### src/rtl/hazard_pkg.sv
// Shared types and constants for the pipeline hazard controller: opcode groups,
// forwarding-mux encodings, decoded-instruction and shadow-entry layouts.
package hazard_pkg;

  localparam int REG_W = 5;

  localparam logic [4:0] OP_R     = 5'b01100;
  localparam logic [4:0] OP_I     = 5'b00100;
  localparam logic [4:0] OP_LD    = 5'b00000;
  localparam logic [4:0] OP_ST    = 5'b01000;
  localparam logic [4:0] OP_BR    = 5'b11000;
  localparam logic [4:0] OP_LUI   = 5'b01101;
  localparam logic [4:0] OP_AUIPC = 5'b00101;
  localparam logic [4:0] OP_JAL   = 5'b11011;
  localparam logic [4:0] OP_JALR  = 5'b11001;

  localparam logic [1:0] FWD_RF  = 2'b00;
  localparam logic [1:0] FWD_MEM = 2'b01;
  localparam logic [1:0] FWD_WB  = 2'b10;

  typedef struct packed {
    logic             uses_rs1;
    logic             uses_rs2;
    logic             wen;
    logic             load;
    logic [REG_W-1:0] rs1;
    logic [REG_W-1:0] rs2;
    logic [REG_W-1:0] rd;
  } dec_t;

  typedef struct packed {
    logic             v;
    logic [REG_W-1:0] rd;
    logic             wen;
    logic             load;
    logic [REG_W-1:0] rs1;
    logic [REG_W-1:0] rs2;
  } shadow_t;

  localparam shadow_t SHADOW_EMPTY = '0;

  // Which priority branch the controller is taking this cycle.
  typedef enum logic [1:0] {
    M_RUN      = 2'b00,
    M_HOLD     = 2'b01,
    M_REDIRECT = 2'b10,
    M_STALL    = 2'b11
  } mode_t;

  function automatic logic is_producer(input shadow_t s);
    return s.v & s.wen & (s.rd != '0);
  endfunction

  // Youngest producer wins; a load still in MEM has no data to forward yet.
  function automatic logic [1:0] fwd_sel(input logic [REG_W-1:0] rs,
                                         input shadow_t mem_s,
                                         input shadow_t wb_s);
    if (rs == '0)
      return FWD_RF;
    else if (is_producer(mem_s) && !mem_s.load && mem_s.rd == rs)
      return FWD_MEM;
    else if (is_producer(wb_s) && wb_s.rd == rs)
      return FWD_WB;
    else
      return FWD_RF;
  endfunction

endpackage

### src/rtl/hazard_ctrl_if.sv
// Bundle between the pipeline datapath (master) and the hazard controller (slave).
// No valid/ready pairs here: mem_busy=1 freezes every stage, id_valid=0 marks a bubble.
interface hazard_ctrl_if #(parameter int CNT_W = 32);
  logic [31:0]      id_inst;
  logic             id_valid;
  logic             ex_pcsel;
  logic             mem_busy;
  logic             pc_en;
  logic             ifid_en;
  logic             ifid_flush;
  logic             idex_en;
  logic             idex_flush;
  logic             back_en;
  logic [1:0]       fwd_a;
  logic [1:0]       fwd_b;
  logic [CNT_W-1:0] stall_cnt;
  logic [CNT_W-1:0] flush_cnt;

  modport master (
    output id_inst, id_valid, ex_pcsel, mem_busy,
    input  pc_en, ifid_en, ifid_flush, idex_en, idex_flush, back_en,
           fwd_a, fwd_b, stall_cnt, flush_cnt
  );

  modport slave (
    input  id_inst, id_valid, ex_pcsel, mem_busy,
    output pc_en, ifid_en, ifid_flush, idex_en, idex_flush, back_en,
           fwd_a, fwd_b, stall_cnt, flush_cnt
  );
endinterface

### src/rtl/hazard_dec.sv
// Minimal register-usage decode of a RISC-V instruction word.
// Unused source fields are zeroed so downstream compares need not re-check uses_rsN.
module hazard_dec
  import hazard_pkg::*;
(
  input  logic [31:0] inst,
  output dec_t        dec
);
  logic [4:0] opcode;
  logic       unused_bits;

  assign opcode      = inst[6:2];
  assign unused_bits = ^{inst[31:25], inst[14:12], inst[1:0]};

  always_comb begin
    dec          = '0;
    dec.rd       = inst[11:7];
    unique case (opcode)
      OP_R:     begin dec.uses_rs1 = 1'b1; dec.uses_rs2 = 1'b1; dec.wen = 1'b1; end
      OP_I:     begin dec.uses_rs1 = 1'b1; dec.wen = 1'b1; end
      OP_LD:    begin dec.uses_rs1 = 1'b1; dec.wen = 1'b1; dec.load = 1'b1; end
      OP_ST:    begin dec.uses_rs1 = 1'b1; dec.uses_rs2 = 1'b1; end
      OP_BR:    begin dec.uses_rs1 = 1'b1; dec.uses_rs2 = 1'b1; end
      OP_LUI:   dec.wen = 1'b1;
      OP_AUIPC: dec.wen = 1'b1;
      OP_JAL:   dec.wen = 1'b1;
      OP_JALR:  begin dec.uses_rs1 = 1'b1; dec.wen = 1'b1; end
      default:  dec.wen = 1'b0;
    endcase
    dec.rs1 = dec.uses_rs1 ? inst[19:15] : '0;
    dec.rs2 = dec.uses_rs2 ? inst[24:20] : '0;
  end
endmodule

### src/rtl/hazard_ctrl.sv
// Hazard and sequencing controller for a 5-stage pipeline: tracks EX/MEM/WB
// occupants, resolves load-use and redirect hazards, selects forwarding sources.
module hazard_ctrl
  import hazard_pkg::*;
#(
  parameter int CNT_W = 32
) (
  input  logic          clk,
  input  logic          rst,
  hazard_ctrl_if.slave  bus
);
  dec_t             id_dec;
  shadow_t          ex_q, mem_q, wb_q, ex_next;
  mode_t            mode;
  logic             load_use;
  logic [CNT_W-1:0] stall_cnt, flush_cnt;
  localparam logic [CNT_W-1:0] CNT_ONE = {{(CNT_W-1){1'b0}}, 1'b1};

  hazard_dec u_dec (.inst(bus.id_inst), .dec(id_dec));

  assign ex_next = '{v: bus.id_valid, rd: id_dec.rd, wen: id_dec.wen, load: id_dec.load,
                     rs1: id_dec.rs1, rs2: id_dec.rs2};

  assign load_use = bus.id_valid & is_producer(ex_q) & ex_q.load &
                    ((id_dec.uses_rs1 & (id_dec.rs1 == ex_q.rd)) |
                     (id_dec.uses_rs2 & (id_dec.rs2 == ex_q.rd)));

  // Reset forces the idle mode so outputs go quiet before any clock edge.
  always_comb begin
    mode = M_RUN;
    if (rst)               mode = M_RUN;
    else if (bus.mem_busy) mode = M_HOLD;
    else if (bus.ex_pcsel) mode = M_REDIRECT;
    else if (load_use)     mode = M_STALL;
  end

  always_comb begin
    bus.pc_en      = 1'b1;
    bus.ifid_en    = 1'b1;
    bus.ifid_flush = 1'b0;
    bus.idex_en    = 1'b1;
    bus.idex_flush = 1'b0;
    bus.back_en    = 1'b1;
    unique case (mode)
      M_HOLD: begin
        bus.pc_en   = 1'b0;
        bus.ifid_en = 1'b0;
        bus.idex_en = 1'b0;
        bus.back_en = 1'b0;
      end
      M_REDIRECT: begin
        bus.ifid_flush = 1'b1;
        bus.idex_flush = 1'b1;
      end
      M_STALL: begin
        bus.pc_en      = 1'b0;
        bus.ifid_en    = 1'b0;
        bus.idex_flush = 1'b1;
      end
      default: ;
    endcase
  end

  assign bus.fwd_a     = ex_q.v ? fwd_sel(ex_q.rs1, mem_q, wb_q) : FWD_RF;
  assign bus.fwd_b     = ex_q.v ? fwd_sel(ex_q.rs2, mem_q, wb_q) : FWD_RF;
  assign bus.stall_cnt = stall_cnt;
  assign bus.flush_cnt = flush_cnt;

  always_ff @(posedge clk or posedge rst) begin
    if (rst) begin
      ex_q      <= SHADOW_EMPTY;
      mem_q     <= SHADOW_EMPTY;
      wb_q      <= SHADOW_EMPTY;
      stall_cnt <= '0;
      flush_cnt <= '0;
    end else begin
      unique case (mode)
        M_HOLD: ;
        M_REDIRECT: begin
          ex_q  <= SHADOW_EMPTY;
          mem_q <= ex_q;
          wb_q  <= mem_q;
          if (!(&flush_cnt)) flush_cnt <= flush_cnt + CNT_ONE;
        end
        M_STALL: begin
          ex_q  <= SHADOW_EMPTY;
          mem_q <= ex_q;
          wb_q  <= mem_q;
          if (!(&stall_cnt)) stall_cnt <= stall_cnt + CNT_ONE;
        end
        default: begin
          ex_q  <= ex_next;
          mem_q <= ex_q;
          wb_q  <= mem_q;
        end
      endcase
    end
  end
endmodule
### src/flat_wrapper.sv
// flat-port wrapper written by rule: the top's interface ports become plain ports
module hazard_ctrl_flat import hazard_pkg::*;
#(
  parameter int CNT_W = 32
)
  (clk, rst, bus_id_inst, bus_id_valid, bus_ex_pcsel, bus_mem_busy, bus_pc_en, bus_ifid_en, bus_ifid_flush, bus_idex_en, bus_idex_flush, bus_back_en, bus_fwd_a, bus_fwd_b, bus_stall_cnt, bus_flush_cnt);
  hazard_ctrl_if #(.CNT_W(CNT_W)) bus_i ();
  input  logic clk;
  input  logic rst;
  input wire logic [$bits(bus_i.id_inst)-1:0] bus_id_inst;
  input wire logic [$bits(bus_i.id_valid)-1:0] bus_id_valid;
  input wire logic [$bits(bus_i.ex_pcsel)-1:0] bus_ex_pcsel;
  input wire logic [$bits(bus_i.mem_busy)-1:0] bus_mem_busy;
  output wire logic [$bits(bus_i.pc_en)-1:0] bus_pc_en;
  output wire logic [$bits(bus_i.ifid_en)-1:0] bus_ifid_en;
  output wire logic [$bits(bus_i.ifid_flush)-1:0] bus_ifid_flush;
  output wire logic [$bits(bus_i.idex_en)-1:0] bus_idex_en;
  output wire logic [$bits(bus_i.idex_flush)-1:0] bus_idex_flush;
  output wire logic [$bits(bus_i.back_en)-1:0] bus_back_en;
  output wire logic [$bits(bus_i.fwd_a)-1:0] bus_fwd_a;
  output wire logic [$bits(bus_i.fwd_b)-1:0] bus_fwd_b;
  output wire logic [$bits(bus_i.stall_cnt)-1:0] bus_stall_cnt;
  output wire logic [$bits(bus_i.flush_cnt)-1:0] bus_flush_cnt;
  assign bus_i.id_inst = bus_id_inst;
  assign bus_i.id_valid = bus_id_valid;
  assign bus_i.ex_pcsel = bus_ex_pcsel;
  assign bus_i.mem_busy = bus_mem_busy;
  assign bus_pc_en = bus_i.pc_en;
  assign bus_ifid_en = bus_i.ifid_en;
  assign bus_ifid_flush = bus_i.ifid_flush;
  assign bus_idex_en = bus_i.idex_en;
  assign bus_idex_flush = bus_i.idex_flush;
  assign bus_back_en = bus_i.back_en;
  assign bus_fwd_a = bus_i.fwd_a;
  assign bus_fwd_b = bus_i.fwd_b;
  assign bus_stall_cnt = bus_i.stall_cnt;
  assign bus_flush_cnt = bus_i.flush_cnt;
  hazard_ctrl #(.CNT_W(CNT_W)) u_core (.clk(clk), .rst(rst), .bus(bus_i));
endmodule
### config.mk
export PLATFORM = sky130hd
export DESIGN_NAME = hazard_ctrl_flat
export DESIGN_NICKNAME = d
export VERILOG_FILES = /design/src/rtl/hazard_pkg.sv /design/src/rtl/hazard_ctrl_if.sv /design/src/rtl/hazard_dec.sv /design/src/rtl/hazard_ctrl.sv /design/src/flat_wrapper.sv
export SDC_FILE = /design/constraint.sdc
export NUM_CORES = 1
export LEC_CHECK = 0
export CAP_MARGIN = 10
export CORE_ASPECT_RATIO = 0.9
export CORE_MARGIN = 2
export CORE_UTILIZATION = 48
export DETAILED_ROUTE_END_ITERATION = 10
export DONT_BUFFER_PORTS = 1
export PLACE_DENSITY_LB_ADDON = 0.25
export SETUP_SLACK_MARGIN = 0.15
export SYNTH_ARGS = -nofsm -noshare
export SYNTH_HDL_FRONTEND = slang
export SYNTH_HIERARCHICAL = 1
export SYNTH_SLANG_ARGS = --single-unit
### constraint.sdc
create_clock -name clk -period 4.01 [get_ports clk]
set_input_delay 0.802 -clock clk [delete_from_list [all_inputs] [get_ports clk]]
set_output_delay 0.802 -clock clk [all_outputs]
set_load 0.03 [all_outputs]
==> results_dict.tcl <==
set metrics [dict create \
    status "finished clean" \
    clockPowerShare_pct 41.1 \
    setup_viol 0 \
    slew_violations 0 \
    ys.warnings.count 6 \
    grt_pass1_wl_mm 18.1 \
    synth_most_common_cell "dfrtp_1" \
    synth_area_leaders "dfrtp_1 48%, xor2_1 8.1%, xnor2_1 7.5%" \
    postLayoutCoreUtil_pct 54.2 \
    tns_ns 0 \
    n_antenna_cell 0 \
    fillers 924 \
    rows 35 \
    worstMarginPinSlew_ns 0.656 \
    ir_drop_v 0.000307 \
    die_h_um 101 \
    synth_cell_types 51 \
    synth_common_cells "97 x dfrtp_1, 47 x xor2_1, 43 x xnor2_1" \
    fin_skew_ns 0.00785 \
    cts_tree "done" \
    htree_levels 3 \
    clkTransAtPathRegs_ns 0.06 \
    io_pins 111 \
    drc 0 \
    synth_cells 453 \
    worstPathMaxFanout 6 \
    instances_no_fill 593 \
    p_comb_share_pct 7.8 \
    yosys_register_bits 97 \
    routed_wl_mm 11.1 \
    drive_above_1_share_pct 14.4 \
    grt_pass1_vias 3545 \
    dpl-instance-area_um2 5220 \
    area_growth_pct 9.88 \
    p_total_mw 2.25 \
    root_buffer "clkbuf_16" \
    synth.largest_area_cell "dfrtp_1" \
    ant_nets 0 \
    fin_area_um2 5550 \
    syn_area_um2 5050 \
    cts.repair.resized 0 \
    vias 3544 \
    hpwl_mm 8.03 \
    dr.pass1.iters 4 \
    cts_setup_buffers 0 \
    sw_frac_of_total_pct 24.7 \
    dpl.cell_count 577 \
    slew_headroom_pct 56.2 \
    yosys_most_used_dff "dfrtp_1" \
    grt_remaining_overflow 0 \
    clock-sinks 97 \
    wl_per_cell_um 18.8 \
    grt_max_degree 52 \
    final_nets 498 \
    yosysTopAreaCellShare_pct 48.1 \
    fin_crit_sh_pct 92.3 \
    io_buffer_count 0 \
    powerDensity_nw_per_um2 406 \
    syn_avg_cell_area_um2 11.2 \
    die_w_um 112 \
    worstPathRequired_ns 3.21 \
    clock_latency_ns 0.33 \
    cts_buffer_depth 2 \
    rsz0062_at_grt "false" \
    fin_crit_ns 3.70 \
    yosysSeqAreaShare_pct 48.1 \
    synth_edf_count 0 \
    synth_async_sr_flop_share_pct 100 \
    initial_utilization_pct 49.3 \
    core_area_um2 10200 \
    drt-initial-drc-count 166 \
    numCtsBuffers 9 \
    critPathKind "primary input to output port" \
    critPathCaptureType "output port" \
    p_leak_nw 2.52 \
    dieArea_um2 11400 \
    viasPerCell 5.98 \
    track_usage_pct 19.9 \
    seq_power_share_pct 51.1 \
    critPathLaunchType "primary input" \
    fmax_ghz 0.270 \
    p_int_mw 1.70 \
    hold_class "flop to flop" \
    hold_buffers 0 \
    cp.arrival_ns 2.90 \
    switching_power_mw 0.557 \
    cap_violations 0 \
    antenna_found_initial 0 \
    hold_viol_final 0 \
    place_congestion 0.858 \
    syn_nets 492 \
]
-- placed cells by master (no fill, tap or decap), types with 2 or more instances in the layout --
cell       netlist  layout
a21boi_2         0       4
a22o_1          18      18
and2_1           5       5
and3_1          21      21
and4_1          12      12
buf_4            8      12
bufinv_16        0       2
clkbuf_1         7       3
clkbuf_16        0       9
clkbuf_8         0       2
dfrtp_1         97      97
ha_1             2       2
inv_1            3       2
mux2_2          18      18
nand2_1         25      25
nand2b_1         2       2
nand3_1         26      26
nand4_1         23      23
nor2_1          24      24
nor3_1          12      12
nor3b_2          2       2
nor4_1           9       9
nor4_2           3       3
nor4_4           2       2
nor4b_4          2       2
o21ai_0          5       4
or3_4            2       2
or4_1            6       6
xnor2_1         43      43
xor2_1          47      47
-- final cells by class --
type	instances	area, um^2	area share [%]
tap	129	161	2.91
clock inverter	2	60.1	1.08
sequential	97	2430	43.7
inverter	3	15.0	0.271
multi-input combinational	336	2530	45.6
timing repair buffer	12	90.1	1.62
clock buffer	14	264	4.76
-- power by group through the flow --
stage,clock network [mW],logic [mW],registers (mW)
6_report,0.927,0.177,1.15
5_1_grt,0.986,0.201,1.16
4_1_cts,0.956,0.179,1.15
3_5_place_dp,0,0.178,1.17
3_3_place_gp,0,0.170,1.17
2_1_floorplan,0,0.152,1.15
-- registers in the layout (all words and copies together), names as in the netlist --
signal / count
u_core/bus.stall_cnt: 32
u_core/mem_q: 8
u_core/bus.flush_cnt: 32
u_core/wb_q: 7
u_core/ex_q: 18
-- through the flow --
| stage | worst slack (ns) | hold slack [ns] |
|---|---|---|
| final | 0.311 | 0.514 |
| after global routing | 0.176 | 0.536 |
| after CTS | 0.272 | 0.519 |
| after detailed placement | 0.280 | 0.505 |
| after global placement | 0.356 | 0.499 |
| after floorplan | -0.159 | 0.480 |
-- metal layers --
layer,up-vias,part of all wire [%],track usage [%]
li1,1655,-,-
met1,1803,46,26.8
met2,76,47,31.5
met3,10,5.4,6.34
met4,0,1.1,5.16
met5,-,0,0
-- worst max-delay path, stage by stage --
cell,delay [ns]
or3_4,0.42
a21boi_2,0.21
xor2_1,0.10
nor4_2,0.32
a32oi_2,0.26
nor2_2,0.27
nor2_1,0.06
nor3_1,0.22
buf_4,0.22
-- worst paths after layout --
path	startpoint	endpoint	slack, ns	depth (start not counted)
worst max-delay path	bus_id_inst[6]	bus_idex_flush	0.31	9
worst min-delay path	u_core/wb_q[11]	u_core/wb_q[11]	0.51	1
worst max register to register	u_core/bus.stall_cnt[0]	u_core/bus.stall_cnt[1]	1.57	6
worst min register to register	u_core/wb_q[11]	u_core/wb_q[11]	0.51	1
max in group asynchronous	rst	u_core/mem_q[11]	2.35	3
min in group asynchronous	rst	u_core/bus.stall_cnt[28]	0.55	2
-- cells by family after synthesis --
logic type	synth area share, %
AND/OR/NAND/NOR	22.4
buffers and inverters	2.25
XOR/XNOR	15.6
adder cells (fa/ha/maj)	0.495
multiplexers	4.21
AO/OA/AOI/OAI	6.94
flip-flops	48.1
(Power assumes the default switching activity.)
